File: config.mk
export PLATFORM = sky130hd
export DESIGN_NAME = hue_frame_controller_flat
export DESIGN_NICKNAME = d
export VERILOG_FILES = /design/src/rtl/hue_frame_controller_if.sv /design/src/rtl/hue_frame_controller.sv /design/src/flat_wrapper.sv
export SDC_FILE = /design/constraint.sdc
export NUM_CORES = 1
export LEC_CHECK = 0
export ABC_AREA = 1
export CORE_MARGIN = 4
export CORE_UTILIZATION = 40
export DETAILED_ROUTE_END_ITERATION = 8
export PLACE_DENSITY_LB_ADDON = 0.25
export SLEW_MARGIN = 20
export SYNTH_ARGS = -nofsm -noshare
export SYNTH_HDL_FRONTEND = slang
export SYNTH_SLANG_ARGS = --single-unit
File: constraint.sdc
create_clock -name clock -period 3.79 [get_ports clock]
set_input_delay 0.758 -clock clock [delete_from_list [all_inputs] [get_ports clock]]
set_output_delay 0.758 -clock clock [all_outputs]
set_load 0.01 [all_outputs]
File: src/rtl/hue_frame_controller_if.sv
// Pixel stream bundle between the camera side and the hue pipeline side.
//   in_valid/in_sof/in_red/in_green/in_blue : camera pixel stream into the controller
//   out_valid/out_visual/out_done/out_red/out_green/out_blue : stream toward the pipeline
// slave  : controller view (consumes in_*, produces out_*)
// master : camera/pipeline view (produces in_*, consumes out_*)
interface hue_frame_controller_if;
  logic       in_valid;
  logic       in_sof;
  logic [7:0] in_red;
  logic [7:0] in_green;
  logic [7:0] in_blue;
  logic       out_valid;
  logic       out_visual;
  logic       out_done;
  logic [7:0] out_red;
  logic [7:0] out_green;
  logic [7:0] out_blue;

  modport slave (
    input  in_valid, in_sof, in_red, in_green, in_blue,
    output out_valid, out_visual, out_done, out_red, out_green, out_blue
  );

  modport master (
    output in_valid, in_sof, in_red, in_green, in_blue,
    input  out_valid, out_visual, out_done, out_red, out_green, out_blue
  );
endinterface

File: src/rtl/hue_frame_controller.sv
// Frame capture controller in front of a hue pipeline. Arms on start, locks onto
// the next start-of-frame, forwards exactly one frame of pixels with one cycle of
// latency, marks the last pixel (or an abort) with out_done, then waits for the
// pipeline to drain before pulsing frame_done.
// Ports:
//   clock, reset_n   : system clock, synchronous active-low reset
//   i_start, i_stop  : single-cycle arm / abort commands (stop wins)
//   i_continuous     : re-arm after every completed drain
//   pix              : pixel stream interface (slave modport)
//   o_busy           : controller not idle
//   o_frame_done     : one-cycle pulse after drain
//   o_frame_count    : completed frames, wraps at 16 bits
//   o_error          : sticky unexpected-sof flag, cleared by start
module hue_frame_controller #(
  parameter int unsigned IMAGE_WIDTH  = 640,
  parameter int unsigned IMAGE_HEIGHT = 480,
  parameter int unsigned PIPE_LATENCY = 6
) (
  input  logic                         clock,
  input  logic                         reset_n,
  input  logic                         i_start,
  input  logic                         i_stop,
  input  logic                         i_continuous,
  hue_frame_controller_if.slave        pix,
  output logic                         o_busy,
  output logic                         o_frame_done,
  output logic [15:0]                  o_frame_count,
  output logic                         o_error
);

  localparam logic [10:0] XLast     = 11'(IMAGE_WIDTH - 1);
  localparam logic [9:0]  YLast     = 10'(IMAGE_HEIGHT - 1);
  localparam logic [3:0]  DrainLoad = 4'(PIPE_LATENCY - 1);

  typedef enum logic [1:0] {StIdle, StArmed, StCapture, StDrain} state_e;

  state_e      r_state;
  logic [10:0] r_x;
  logic [9:0]  r_y;
  logic [3:0]  r_drain_cnt;
  logic        r_complete;  // drain follows a full frame rather than an abort
  logic        r_out_valid;
  logic        r_out_visual;
  logic        r_out_done;
  logic [7:0]  r_out_red;
  logic [7:0]  r_out_green;
  logic [7:0]  r_out_blue;
  logic        r_busy;
  logic        r_frame_done;
  logic [15:0] r_frame_count;
  logic        r_error;

  logic w_sof_px;
  logic w_last_px;

  assign w_sof_px  = pix.in_valid && pix.in_sof;
  assign w_last_px = (r_x == XLast) && (r_y == YLast);

  always_ff @(posedge clock) begin
    if (!reset_n) begin
      r_state       <= StIdle;
      r_x           <= '0;
      r_y           <= '0;
      r_drain_cnt   <= '0;
      r_complete    <= 1'b0;
      r_out_valid   <= 1'b0;
      r_out_visual  <= 1'b0;
      r_out_done    <= 1'b0;
      r_out_red     <= '0;
      r_out_green   <= '0;
      r_out_blue    <= '0;
      r_busy        <= 1'b0;
      r_frame_done  <= 1'b0;
      r_frame_count <= '0;
      r_error       <= 1'b0;
    end else begin
      r_out_valid  <= 1'b0;
      r_out_visual <= 1'b0;
      r_out_done   <= 1'b0;
      r_frame_done <= 1'b0;
      case (r_state)
        StIdle: begin
          if (i_start && !i_stop) begin
            r_state <= StArmed;
            r_busy  <= 1'b1;
            r_error <= 1'b0;
            r_x     <= '0;
            r_y     <= '0;
          end
        end
        StArmed: begin
          if (i_stop) begin
            r_state <= StIdle;
            r_busy  <= 1'b0;
          end else if (w_sof_px) begin
            // The sof pixel itself is pixel (0,0); next expected position is (1,0).
            r_out_valid  <= 1'b1;
            r_out_visual <= 1'b1;
            r_out_red    <= pix.in_red;
            r_out_green  <= pix.in_green;
            r_out_blue   <= pix.in_blue;
            r_x          <= 11'd1;
            r_y          <= '0;
            r_state      <= StCapture;
          end
        end
        StCapture: begin
          if (i_stop || w_sof_px) begin
            // Abort: the offending pixel is dropped and a bare done marker is sent.
            if (w_sof_px) r_error <= 1'b1;
            r_out_done  <= 1'b1;
            r_complete  <= 1'b0;
            r_drain_cnt <= DrainLoad;
            r_state     <= StDrain;
          end else if (pix.in_valid) begin
            r_out_valid  <= 1'b1;
            r_out_visual <= 1'b1;
            r_out_red    <= pix.in_red;
            r_out_green  <= pix.in_green;
            r_out_blue   <= pix.in_blue;
            if (w_last_px) begin
              r_out_done  <= 1'b1;
              r_complete  <= 1'b1;
              r_drain_cnt <= DrainLoad;
              r_state     <= StDrain;
            end else if (r_x == XLast) begin
              r_x <= '0;
              r_y <= r_y + 10'd1;
            end else begin
              r_x <= r_x + 11'd1;
            end
          end
        end
        StDrain: begin
          if (r_drain_cnt == 4'd0) begin
            r_frame_done <= 1'b1;
            if (r_complete) r_frame_count <= r_frame_count + 16'd1;
            if (i_continuous) begin
              r_state <= StArmed;
              r_x     <= '0;
              r_y     <= '0;
            end else begin
              r_state <= StIdle;
              r_busy  <= 1'b0;
            end
          end else begin
            r_drain_cnt <= r_drain_cnt - 4'd1;
          end
        end
        default: begin
          r_state <= StIdle;
          r_busy  <= 1'b0;
        end
      endcase
    end
  end

  assign pix.out_valid  = r_out_valid;
  assign pix.out_visual = r_out_visual;
  assign pix.out_done   = r_out_done;
  assign pix.out_red    = r_out_red;
  assign pix.out_green  = r_out_green;
  assign pix.out_blue   = r_out_blue;
  assign o_busy         = r_busy;
  assign o_frame_done   = r_frame_done;
  assign o_frame_count  = r_frame_count;
  assign o_error        = r_error;

endmodule

File: src/flat_wrapper.sv
// flat-port wrapper written by rule: the top's interface ports become plain ports
module hue_frame_controller_flat 
#(
  parameter int unsigned IMAGE_WIDTH  = 640,
  parameter int unsigned IMAGE_HEIGHT = 480,
  parameter int unsigned PIPE_LATENCY = 6
)
  (clock, reset_n, i_start, i_stop, i_continuous, o_busy, o_frame_done, o_frame_count, o_error, pix_in_valid, pix_in_sof, pix_in_red, pix_in_green, pix_in_blue, pix_out_valid, pix_out_visual, pix_out_done, pix_out_red, pix_out_green, pix_out_blue);
  hue_frame_controller_if pix_i ();
  input  logic clock;
  input  logic reset_n;
  input  logic i_start;
  input  logic i_stop;
  input  logic i_continuous;
  output logic o_busy;
  output logic o_frame_done;
  output logic [15:0] o_frame_count;
  output logic o_error;
  input wire logic [$bits(pix_i.in_valid)-1:0] pix_in_valid;
  input wire logic [$bits(pix_i.in_sof)-1:0] pix_in_sof;
  input wire logic [$bits(pix_i.in_red)-1:0] pix_in_red;
  input wire logic [$bits(pix_i.in_green)-1:0] pix_in_green;
  input wire logic [$bits(pix_i.in_blue)-1:0] pix_in_blue;
  output wire logic [$bits(pix_i.out_valid)-1:0] pix_out_valid;
  output wire logic [$bits(pix_i.out_visual)-1:0] pix_out_visual;
  output wire logic [$bits(pix_i.out_done)-1:0] pix_out_done;
  output wire logic [$bits(pix_i.out_red)-1:0] pix_out_red;
  output wire logic [$bits(pix_i.out_green)-1:0] pix_out_green;
  output wire logic [$bits(pix_i.out_blue)-1:0] pix_out_blue;
  assign pix_i.in_valid = pix_in_valid;
  assign pix_i.in_sof = pix_in_sof;
  assign pix_i.in_red = pix_in_red;
  assign pix_i.in_green = pix_in_green;
  assign pix_i.in_blue = pix_in_blue;
  assign pix_out_valid = pix_i.out_valid;
  assign pix_out_visual = pix_i.out_visual;
  assign pix_out_done = pix_i.out_done;
  assign pix_out_red = pix_i.out_red;
  assign pix_out_green = pix_i.out_green;
  assign pix_out_blue = pix_i.out_blue;
  hue_frame_controller #(.IMAGE_WIDTH(IMAGE_WIDTH), .IMAGE_HEIGHT(IMAGE_HEIGHT), .PIPE_LATENCY(PIPE_LATENCY)) u_core (.clock(clock), .reset_n(reset_n), .i_start(i_start), .i_stop(i_stop), .i_continuous(i_continuous), .pix(pix_i), .o_busy(o_busy), .o_frame_done(o_frame_done), .o_frame_count(o_frame_count), .o_error(o_error));
endmodule
==> impl_metrics.py <==
metrics = {
    "worst_setup_path": {
        "worstPathArrival_ns": 2.72,
        "required_ns": 4.06,
        "r2r_end": "u_core.pix.out_blue[2]$_SDFFE_PN0P_",
        "crit_type": "reg -> reg",
        "path_max_fanout": 25,
        "critPathCaptureType": "flip-flop",
        "reg2regPathDepth": 9,
        "worstSetupStartpointType": "flip-flop",
        "r2r_slack_ns": 1.34,
        "endpoint": "u_core.pix.out_blue[2]$_SDFFE_PN0P_",
        "startpoint": "u_core.r_state[0]$_SDFFE_PN0P_",
        "r2r_start": "u_core.r_state[0]$_SDFFE_PN0P_",
    },
    "clock_network": {
        "cts-resized-gates": 0,
        "cts_setup_buffers": 0,
        "ctsHoldBuffers": 0,
        "clk_pin_slew_ns": 0.07,
        "cts_inserted_buffers": 9,
        "cts_sinks": 73,
        "cts_tree": "done",
        "cts_root_buf": "clkbuf_8",
        "insertion_delay_ns": 0.34,
        "cts_max_level": 3,
        "clk_path_buf_depth": 2,
    },
    "detailed_routing": {
        "routed_via_density": 4.98,
        "via_count": 3627,
        "first_pass_iters": 5,
        "drcViolationCount": 0,
        "wirelength_um": 8970,
        "postRouteAntennaNets": 0,
        "drtIter0Drc": 212,
        "wire_per_inst_um": 12.3,
    },
    "synth": {
        "seq_area_frac_synth": 0.400,
        "synth_most_common_cell": "nor2_1",
        "synth_area_leaders": "dfxtp_1 (40%), nor2_1 (12%), nand2_1 (11%), inv_1 (5.3%), o21ai_0 (5.2%)",
        "ys_types": 37,
        "synth_edf_count": 0,
        "synth_warnings": 0,
        "syn_area_sq_mm": 0.00366,
        "avgSynthCellArea_sq_um": 6.76,
        "synth_fp_nets": 581,
        "synth_top_cell_area_share": 0.400,
        "synthCells": 541,
        "synth_top_area_cell": "dfxtp_1",
        "ys.flop_type": "dfxtp_1",
        "synth-seq-cells": 73,
        "async_flop_share": 0,
        "synth_commonest_cells": "nor2_1 (119), nand2_1 (104), dfxtp_1 (73)",
    },
    "timing": {
        "skew_ns": 0.0104,
        "slew_headroom": 0.345,
        "finalCritPeriodShare": 0.645,
        "finalSetupViolations": 0,
        "max_freq_ghz": 0.409,
        "finalMaxSlewViolations": 0,
        "grt_setup_unrepaired": "false",
        "hold_violations": 0,
        "period_needed_ns": 2.45,
        "setup_tns_ns": 0,
        "worst_pin_slew_ns": 0.981,
    },
    "power": {
        "powerDensity_mw_per_mm2": 578,
        "ir_drop_v": 0.000290,
        "p_leak_nw": 1.76,
    },
    "finish": {
        "syn2layout_area_growth_pct": 27.8,
        "fin_util": 0.531,
        "layout-drive-gt1-share": 0.0596,
        "nNetsFinal": 656,
        "diodes": 0,
        "design_area_sq_mm": 0.00468,
    },
    "floorplanning": {
        "dieArea_sq_mm": 0.0107,
        "die_h_um": 104,
        "core_area_sq_mm": 0.00881,
        "start_util": 0.415,
        "die_x_um": 104,
        "fp-row-count": 34,
        "pin_count": 77,
    },
    "global_route": {
        "overflow": 0,
        "antenna_found_initial": 0,
        "grt_pass1_vias": 3384,
        "grt_pass1_wl_um": 15400,
        "grt_max_degree": 42,
        "grtUsageTotal": 0.169,
    },
    "place": {
        "port_buffers": 76,
        "dpl_cell_area_sq_mm": 0.00450,
        "hpwl_um": 6500,
        "place.gp.congestion": 0.865,
    },
    "run": {
        "cap_violations": 0,
    },
    "worst_hold_path": {
        "hp-class": "reg -> reg",
    },
    "run_status": {
        "outcome": "complete, no violations",
    },
}
metal layers:
layer / share of wire / GRT usage
met5: 0 / 0
met3: 0.058 / 0.0429
met2: 0.46 / 0.280
met1: 0.48 / 0.219
met4: 0.0083 / 0.0437
flip-flops by register name, summed over array words and instances (netlist names), named ones only:
register and count:
u_core.o_busy 1, u_core.o_error 1, u_core.o_frame_count 16, u_core.o_frame_done 1, u_core.pix.out_blue 8, u_core.pix.out_done 1, u_core.pix.out_green 8, u_core.pix.out_red 8
u_core.pix.out_valid 1, u_core.r_complete 1, u_core.r_drain_cnt 4, u_core.r_state 1, u_core.r_x 11, u_core.r_y 10
layout by cell type (no fill, tap or decap), types with 2 or more instances in the layout:
cell type and count:
a21oi_1 29, clkinvlp_4 3, ha_1 9, o21bai_2 2, o21ai_0 38, nand3_2 2, nand3b_1 2, nand2_1 104
xor2_1 7, dfxtp_1 73, nor3_1 19, nor2_2 3, clkbuf_8 9, inv_2 4, nand4_1 13, o21ai_2 3
nor2_1 119, buf_4 3, inv_1 52, o21a_1 2, nand3_1 30, clkinv_4 2, clkdlybuf4s50_1 76
layout make-up:
class,count,area [sq um]
Sequential cell,73,1460
Multi-Input combinational cell,396,1910
Fill cell,883,4130
Timing Repair Buffer,79,783
Clock buffer,10,128
Clock inverter,6,45.0
Tap cell,108,135
Inverter,57,214
how the worst min path moves through the flow:
| stage | startpoint | cells after the start | end |
|---|---|---|---|
| global placement | u_core.o_busy$_SDFFE_PN0P_ | 2 | u_core.o_busy$_SDFFE_PN0P_ |
| global route | u_core.r_drain_cnt[3]$_SDFFE_PN0P_ | 2 | u_core.r_drain_cnt[3]$_SDFFE_PN0P_ |
| finish | u_core.o_busy$_SDFFE_PN0P_ | 2 | u_core.o_busy$_SDFFE_PN0P_ |
| detailed placement | u_core.o_busy$_SDFFE_PN0P_ | 2 | u_core.o_busy$_SDFFE_PN0P_ |
| CTS | u_core.o_busy$_SDFFE_PN0P_ | 2 | u_core.o_busy$_SDFFE_PN0P_ |
| floorplan | u_core.r_drain_cnt[3]$_SDFFE_PN0P_ | 2 | u_core.r_drain_cnt[3]$_SDFFE_PN0P_ |
kinds of logic after synthesis:
| kind of cell | after synthesis | synth area share |
|---|---|---|
| simple gates | 300 | 0.353 |
| xor+xnor | 8 | 0.0192 |
| fa+ha+maj | 9 | 0.0308 |
| buf+inv | 72 | 0.0783 |
| flops | 73 | 0.400 |
| compound gates | 79 | 0.119 |
report_power, final:
group	internal [mW]	switching, mW
logic	0.483	0.660
registers	0.930	0.0910
clock network	0.239	0.298
total	1.65	1.05
stage by stage:
step	cells	hold slack (ns)	power (mW)	setup WS [ns]
after floorplan	541	0.445	1.75	1.98
after global placement	713	0.455	2.15	1.12
after detailed placement	713	0.462	2.18	1.03
after CTS	729	0.473	2.72	1.36
after global routing	729	0.499	2.92	1.10
final	729	0.473	2.70	1.34
worst max-delay path, cell delays in order (launching register included):
cell	delay (ns)
dfxtp_1	0.36
inv_1	0.16
ha_1	0.51
nand3_1	0.16
o21ai_0	0.11
nand3_1	0.11
buf_4	0.22
inv_1	0.54
nor2_1	0.09
nor2_1	0.12
Note: power is estimated with default switching activity, not from simulation.
